--- src/rtl/chrom_loader_if.sv ---
// Host stream and configuration bus of the chromosome loader.
// The host (master) drives the byte stream and abort; the loader (slave)
// drives ready, the active configuration and the status pulses.
interface chrom_loader_if #(
    parameter int NUM_LES      = 25,
    parameter int LE_BITS      = 13,
    parameter int NUM_OUTS     = 2,
    parameter int OUT_SEL_BITS = 5
);
    logic [7:0]                         in_data;
    logic                               in_valid;
    logic                               in_ready;
    logic                               load_abort;
    logic [NUM_LES*LE_BITS-1:0]         conf_les;
    logic [NUM_OUTS*OUT_SEL_BITS-1:0]   conf_outs;
    logic                               cfg_update;
    logic                               cfg_error;
    logic                               busy;

    modport master (
        output in_data, in_valid, load_abort,
        input  in_ready, conf_les, conf_outs, cfg_update, cfg_error, busy
    );

    modport slave (
        input  in_data, in_valid, load_abort,
        output in_ready, conf_les, conf_outs, cfg_update, cfg_error, busy
    );
endinterface

--- src/rtl/chrom_loader.sv ---
// Chromosome loader: deserialises a framed byte stream (header, payload,
// XOR checksum) into a shadow register and commits it atomically onto the
// logic-element configuration buses, so the array never sees a partial load.
module chrom_loader #(
    parameter int         NUM_LES      = 25,
    parameter int         LE_BITS      = 13,
    parameter int         NUM_OUTS     = 2,
    parameter int         OUT_SEL_BITS = 5,
    parameter logic [7:0] HEADER       = 8'hA5
) (
    input logic          clk,
    input logic          rst,
    chrom_loader_if.slave bus
);
    localparam int LES_W      = NUM_LES * LE_BITS;
    localparam int OUTS_W     = NUM_OUTS * OUT_SEL_BITS;
    localparam int TOTAL_BITS = LES_W + OUTS_W;
    localparam int NUM_BYTES  = (TOTAL_BITS + 7) / 8;
    localparam int CNT_W      = $clog2(NUM_BYTES);
    localparam int IDX_W      = CNT_W + 3;

    typedef enum logic [1:0] {StIdle, StPayload, StCsum, StCommit} state_t;

    state_t                 state;
    logic [TOTAL_BITS-1:0]  shadow;
    logic [TOTAL_BITS-1:0]  shadow_wr;
    logic [CNT_W-1:0]       byte_cnt;
    logic [7:0]             run_xor;
    logic [LES_W-1:0]       conf_les;
    logic [OUTS_W-1:0]      conf_outs;
    logic                   cfg_update;
    logic                   cfg_error;
    logic                   busy;
    logic                   in_ready;
    logic                   xfer;
    logic [IDX_W-1:0]       bit_idx;

    assign xfer = bus.in_valid && in_ready;

    assign bus.in_ready   = in_ready;
    assign bus.conf_les   = conf_les;
    assign bus.conf_outs  = conf_outs;
    assign bus.cfg_update = cfg_update;
    assign bus.cfg_error  = cfg_error;
    assign bus.busy       = busy;

    // Shadow with the incoming byte merged at the current byte slot; the
    // padding bits beyond TOTAL_BITS have no storage and are skipped.
    always_comb begin
        shadow_wr = shadow;
        bit_idx   = '0;
        for (int b = 0; b < 8; b++) begin
            bit_idx = {byte_cnt, 3'(b)};
            if (bit_idx < IDX_W'(TOTAL_BITS)) begin
                shadow_wr[bit_idx] = bus.in_data[b];
            end
        end
    end

    // Frame FSM with registered ready/busy/pulse outputs and the commit.
    always_ff @(posedge clk or posedge rst) begin
        if (rst) begin
            state      <= StIdle;
            shadow     <= '0;
            byte_cnt   <= '0;
            run_xor    <= '0;
            conf_les   <= '0;
            conf_outs  <= '0;
            cfg_update <= 1'b0;
            cfg_error  <= 1'b0;
            busy       <= 1'b0;
            in_ready   <= 1'b1;
        end else begin
            cfg_update <= 1'b0;
            cfg_error  <= 1'b0;
            unique case (state)
                StIdle: begin
                    if (xfer && bus.in_data == HEADER) begin
                        state    <= StPayload;
                        byte_cnt <= '0;
                        run_xor  <= '0;
                        busy     <= 1'b1;
                    end
                end
                StPayload: begin
                    // Abort wins over a concurrent byte, which is discarded.
                    if (bus.load_abort) begin
                        state <= StIdle;
                        busy  <= 1'b0;
                    end else if (xfer) begin
                        shadow  <= shadow_wr;
                        run_xor <= run_xor ^ bus.in_data;
                        if (byte_cnt == CNT_W'(NUM_BYTES - 1)) begin
                            state <= StCsum;
                        end
                        byte_cnt <= byte_cnt + 1'b1;
                    end
                end
                StCsum: begin
                    if (bus.load_abort) begin
                        state <= StIdle;
                        busy  <= 1'b0;
                    end else if (xfer) begin
                        if (bus.in_data == run_xor) begin
                            state    <= StCommit;
                            in_ready <= 1'b0;
                        end else begin
                            state     <= StIdle;
                            busy      <= 1'b0;
                            cfg_error <= 1'b1;
                        end
                    end
                end
                StCommit: begin
                    conf_les   <= shadow[LES_W-1:0];
                    conf_outs  <= shadow[TOTAL_BITS-1 -: OUTS_W];
                    cfg_update <= 1'b1;
                    state      <= StIdle;
                    busy       <= 1'b0;
                    in_ready   <= 1'b1;
                end
                default: state <= StIdle;
            endcase
        end
    end
endmodule

--- src/flat_wrapper.sv ---
// flat-port wrapper written by rule: the top's interface ports become plain ports
module chrom_loader_flat 
#(
    parameter int         NUM_LES      = 25,
    parameter int         LE_BITS      = 13,
    parameter int         NUM_OUTS     = 2,
    parameter int         OUT_SEL_BITS = 5,
    parameter logic [7:0] HEADER       = 8'hA5
)
  (clk, rst, bus_in_data, bus_in_valid, bus_load_abort, bus_in_ready, bus_conf_les, bus_conf_outs, bus_cfg_update, bus_cfg_error, bus_busy);
  chrom_loader_if #(.NUM_LES(NUM_LES), .LE_BITS(LE_BITS), .NUM_OUTS(NUM_OUTS), .OUT_SEL_BITS(OUT_SEL_BITS)) bus_i ();
  input logic clk;
  input logic rst;
  input wire logic [$bits(bus_i.in_data)-1:0] bus_in_data;
  input wire logic [$bits(bus_i.in_valid)-1:0] bus_in_valid;
  input wire logic [$bits(bus_i.load_abort)-1:0] bus_load_abort;
  output wire logic [$bits(bus_i.in_ready)-1:0] bus_in_ready;
  output wire logic [$bits(bus_i.conf_les)-1:0] bus_conf_les;
  output wire logic [$bits(bus_i.conf_outs)-1:0] bus_conf_outs;
  output wire logic [$bits(bus_i.cfg_update)-1:0] bus_cfg_update;
  output wire logic [$bits(bus_i.cfg_error)-1:0] bus_cfg_error;
  output wire logic [$bits(bus_i.busy)-1:0] bus_busy;
  assign bus_i.in_data = bus_in_data;
  assign bus_i.in_valid = bus_in_valid;
  assign bus_i.load_abort = bus_load_abort;
  assign bus_in_ready = bus_i.in_ready;
  assign bus_conf_les = bus_i.conf_les;
  assign bus_conf_outs = bus_i.conf_outs;
  assign bus_cfg_update = bus_i.cfg_update;
  assign bus_cfg_error = bus_i.cfg_error;
  assign bus_busy = bus_i.busy;
  chrom_loader #(.NUM_LES(NUM_LES), .LE_BITS(LE_BITS), .NUM_OUTS(NUM_OUTS), .OUT_SEL_BITS(OUT_SEL_BITS), .HEADER(HEADER)) u_core (.clk(clk), .rst(rst), .bus(bus_i));
endmodule
--- config.mk ---
export PLATFORM = sky130hd
export DESIGN_NAME = chrom_loader_flat
export DESIGN_NICKNAME = d
export VERILOG_FILES = /design/src/rtl/chrom_loader_if.sv /design/src/rtl/chrom_loader.sv /design/src/flat_wrapper.sv
export SDC_FILE = /design/constraint.sdc
export NUM_CORES = 1
export LEC_CHECK = 0
export BUFFER_PORTS_ARGS = -buffer_cell sky130_fd_sc_hd__buf_2
export CAP_MARGIN = 10
export CORE_UTILIZATION = 57
export CTS_CLUSTER_SIZE = 8
export DETAILED_ROUTE_END_ITERATION = 8
export PLACE_DENSITY = 0.79
export SLEW_MARGIN = 20
export SYNTH_ARGS = -nofsm -noshare
export SYNTH_HDL_FRONTEND = slang
export SYNTH_SLANG_ARGS = --single-unit
--- constraint.sdc ---
create_clock -name clk -period 23.8 [get_ports clk]
set_input_delay 2.38 -clock clk [delete_from_list [all_inputs] [get_ports clk]]
set_output_delay 2.38 -clock clk [all_outputs]
set_load 0.01 [all_outputs]
# Word-level counts from Yosys, hierarchy flattened
# Cells that the tools add are included.
dict set report totals {
  out_inout_bits 339
  ff_bits 690
  wordCells 135
  input_bits 12
}
dict set report op_classes {
  bitwise_logic 2
  magnitude_cmp 24
  n_reduce_logical 18
  eq_ne 17
  muxes 63
  n_addsub 1
}
# op n
set ops {}
lappend ops {{$bwmux 335} 8}
lappend ops {{$mux 335} 8}
lappend ops {{$lt 9x10->1 const B} 8}
lappend ops {{$ge 9x1->1 const B} 8}
lappend ops {{$lt 9x9->1 const B} 8}
lappend ops {{$demux 1 s6} 8}
lappend ops {{$mux 8} 3}
lappend ops {{$mux 1} 21}
lappend ops {{$mux 6} 3}
lappend ops {{$pmux 8 s2} 1}
lappend ops {{$reduce_and 4->1} 4}
lappend ops {{$mux 2} 7}
lappend ops {{$pmux 6 s2} 1}
lappend ops {{$logic_and 1x1->1} 10}
lappend ops {{$ne 3x2->1 const B} 3}
lappend ops {{$eq 8x8->1} 1}
lappend ops {{$eq 8x8->1 const B} 1}
lappend ops {{$ne 2x1->1 const B} 4}
lappend ops {{$pmux 2 s4} 1}
lappend ops {{$xor 8x8->8} 1}
lappend ops {{$add 6x1->6 const B} 1}
lappend ops {{$eq 6x6->1 const B} 1}
lappend ops {{$ne 2x2->1 const B} 3}
lappend ops {{$eq 2x2->1 const B} 2}
lappend ops {{8 further kinds} 9}

# Logic depth before layout (Yosys ltp)
dict set report logic_depth {
  depth_word 20
  depth_mapped 7
}

# Least setup slack after synthesis
# Ideal clock, no wire load.
dict set report synth_path {
  path_type {input -> register}
  start {input bus_in_data[3]}
  end {register u_core.run_xor[1]}
  required_ns 23.674
  stages 5
  n_path_buf 1
  setup_ns 0.126
  setup_slack_ns 19.730
  arrival_ns 3.944
  path_cell_list {clkbuf_1 > or4bb_1 > nor4_4 > nor2_1 > a221o_1}
}
dict set report synth_via {
  elab_chain_len 4
}
# item line_no
set synth_rtl {}
lappend synth_rtl {{start, declared} flat_wrapper.sv:14} ;# input wire logic [$bits(bus_i.in_data)-1:0] bus_in_data;
lappend synth_rtl {{$eq 8x8->1} chrom_loader.sv:78} ;# if (xfer && bus.in_data == HEADER) begin
lappend synth_rtl {{$logic_and 1x1->1} chrom_loader.sv:78}
lappend synth_rtl {{$ne 2x1->1 (no line)} -}
lappend synth_rtl {{$reduce_and 4->1 (no line)} -}
lappend synth_rtl {{end signal, assigned} chrom_loader.sv:92} ;# run_xor <= run_xor ^ bus.in_data;
lappend synth_rtl {{end, declared} chrom_loader.sv:28} ;# logic [7:0] run_xor;
# No other way between the ends.
# A chain may end at the register's enable or synchronous reset.

==> metrics.yaml <==
outcome: "completed"
synthToLayoutAreaGrowth_pct: 18.1
final.period_utilization: 0.184
path_clk_slew_ns: 0.05
cts_made_buffers: 96
cts_hold_buffers: 0
dr.first_iter.drc_count: 1714
drc_errors: 0
vdd_drop_max_mv: 0.0610
number_of_i_o_port_buffers: 350
setup.worst_path.end_class: "asynchronous set/reset pin"
cts_repair_resize_count: 0
via_per_inst: 5.53
placement_rows: 78
reg2regPathDepth: 5
start_util: 0.580
layout-drive-gt1-share: 0.309
core_region_area_sq_um: 45500
grt_antenna_before_repair: 2
grt_first_pass_wirelength_microns: 104000
final-hold-violation-count: 0
grt_start_max_net_pins: 187
startpoint_to_endpoint_class_of_the_critical_path: "in2async"
ys_ff_latch: 690
wirelength_microns: 66000
final_period_minus_worst_setup_slack_ns: 4.38
start_kind: "input pin"
synth_enable_flop_cells: 0
overflow: 0
yosysTopAreaCell: "dfrtp_1"
postSynth.topFlopCell: "dfrtp_1"
fmaxAchievable_mhz: 229
worst-endpoint-required_ns: 24.40
wl_met2_microns: 32700
vias_in_the_first_global_route: 18671
timing.max_slew.rel_slack: 0.234
final_cell_mix: "1031 x nand2_1, 689 x dfrtp_1, 350 x buf_2"
leakagePower_nw: 18.1
report.final.slew_viol_count: 0
syn_avg_cell_area_sq_um: 11.4
route.antenna.remaining_nets: 0
global_route.usage.total: 0.287
maximum_fanout_along_the_worst_path: 186
vias: 18137
drt_pass1_iterations: 5
synth_warnings: 0
final_design_area_no_fill_sq_um: 31200
yosysUniqueCellTypes: 46
synth_top_cell_area_share: 0.653
number_of_filler_cells_placed_in_the_layout: 3187
place_congestion: 0.812
met1Wirelength_microns: 27300
clock_latency_ns: 0.63
fin_nets: 2676
tightest_slew_ns: 1.15
floorplan.die.width_microns: 217
fin_skew_ns: 0.0213
die_h_microns: 217
clockRootBuffer: "clkbuf_16"
syn-num-nets: 2339
cts_post_setup_buffers_inserted: 0
synth_sequential_area_ratio: 0.654
dp_hpwl_microns: 38000
data_arrival_critical_path_ns: 4.98
synthesis.instances: 2324
multi_input_comb_area_sq_um: 8560
fp.dieArea_sq_um: 47200
power.density_nw_per_um2: 77.4
holdWs_ns: 0.452
routed-wl-met3_microns: 4140
synth_async_sr_flop_share: 1.00
cts_tree: "done"
maxUsedRoutingLayer: "met5"
rsz0062_at_grt: "no"
layout_commonest_cell: "nand2_1"
placed_area_sq_um: 28600
hold_class: "reg2reg"
routed_wire_length_per_instance_microns: 20.1
synth_area_sq_um: 26400
total_negative_setup_slack_ns: 0
antennaDiodeCount: 0
setup_viol: 0
cts-root-to-sink-buffers: 3
synth_area_leaders: "dfrtp_1 65%, nand2_1 15%, mux2_2 14%"
drv_cap: 0
worst_hold_path.num_cells: 2
seqCellArea_sq_um: 17300
io-pin-count: 351
clock_tree.htree_level_count: 3
numClockSinks: 690
[worst paths after layout]
| check | from | end | slack [ns] |
|---|---|---|---|
| max in group clk | bus_in_valid | u_core.shadow[247] | 19.50 |
| min | u_core.shadow[313] | u_core.bus.conf_les[313] | 0.45 |
| min reg2reg | u_core.shadow[313] | u_core.bus.conf_les[313] | 0.45 |
| min in group asynchronous | rst | u_core.bus.conf_les[145] | 1.72 |
| max reg2reg | u_core.state[0] | u_core.bus.conf_les[198] | 20.38 |
| max | rst | u_core.bus.conf_les[305] | 19.42 |
[flip-flops by register name, indices dropped and copies added (netlist names)]
signal	cells
u_core.bus.conf_les	325
u_core.bus.cfg_update	1
u_core.bus.busy	1
u_core.bus.conf_outs	10
u_core.run_xor	8
u_core.state	2
u_core.shadow	335
u_core.bus.in_ready	1
u_core.byte_cnt	6
u_core.bus.cfg_error	1
[routing by layer]
layer  vias up  track usage
met5         -            0
met4         2        0.113
met3       120       0.0488
met2       666        0.462
met1      9282        0.392
li1       8067            -
[synthesized netlist by cell type (all sizes together) (5+ instances only)]
cell    instances
a21oi           5
and3            7
buf            17
clkbuf        117
dfrtp         689
inv            11
mux2          335
nand2        1048
nand2b          5
nor2            8
nor2b           8
nor3            6
nor3b           6
nor4            9
xor2            5
[power breakdown]
part                   switching, mW  leakage (nW)  internal [mW]
clock                          0.465          1.25          0.730
combinational                 0.0378          7.26        0.00432
sequential     0.0000000000000000139          9.64           1.18
[cell type report]
type | instances | area share
clock buffer | 110 | 0.0808
sequential | 690 | 0.554
multi-input combinational | 1489 | 0.275
clock inverter | 4 | 0.00112
tap | 600 | 0.0241
inverter | 11 | 0.00181
timing repair buffer | 373 | 0.0636
[logic make-up (layout without fill, tap and decap cells)]
group / Yosys count / in the layout / synth area share
AO/OA/AOI/OAI: 24 / 24 / 0.00650
buffers and inverters: 145 / 498 / 0.0216
adder cells (fa/ha/maj): 3 / 3 / 0.00142
multiplexers: 339 / 339 / 0.144
XOR/XNOR: 7 / 7 / 0.00232
AND/OR/NAND/NOR: 1116 / 1116 / 0.169
flip-flops: 690 / 690 / 0.654
[critical path, cell delays in order]
cell and delay, ns:
buf_2 0.13, inv_8 0.21, buf_16 0.44, buf_12 0.68
buf_12 0.77
[per-stage QoR]
stage / total power, mW / setup WS [ns] / instances / util
CTS: 2.43 / 19.37 / 3276 / 0.685
global route: 2.49 / 18.99 / 3277 / 0.685
global placement: 1.24 / 18.78 / 3162 / 0.629
floorplan: 1.22 / 2.08 / 2324 / -
detailed placement: 1.24 / 18.69 / 3162 / 0.629
finish: 2.41 / 19.42 / 3277 / 0.685
Note: power is estimated with default switching activity, not from simulation.
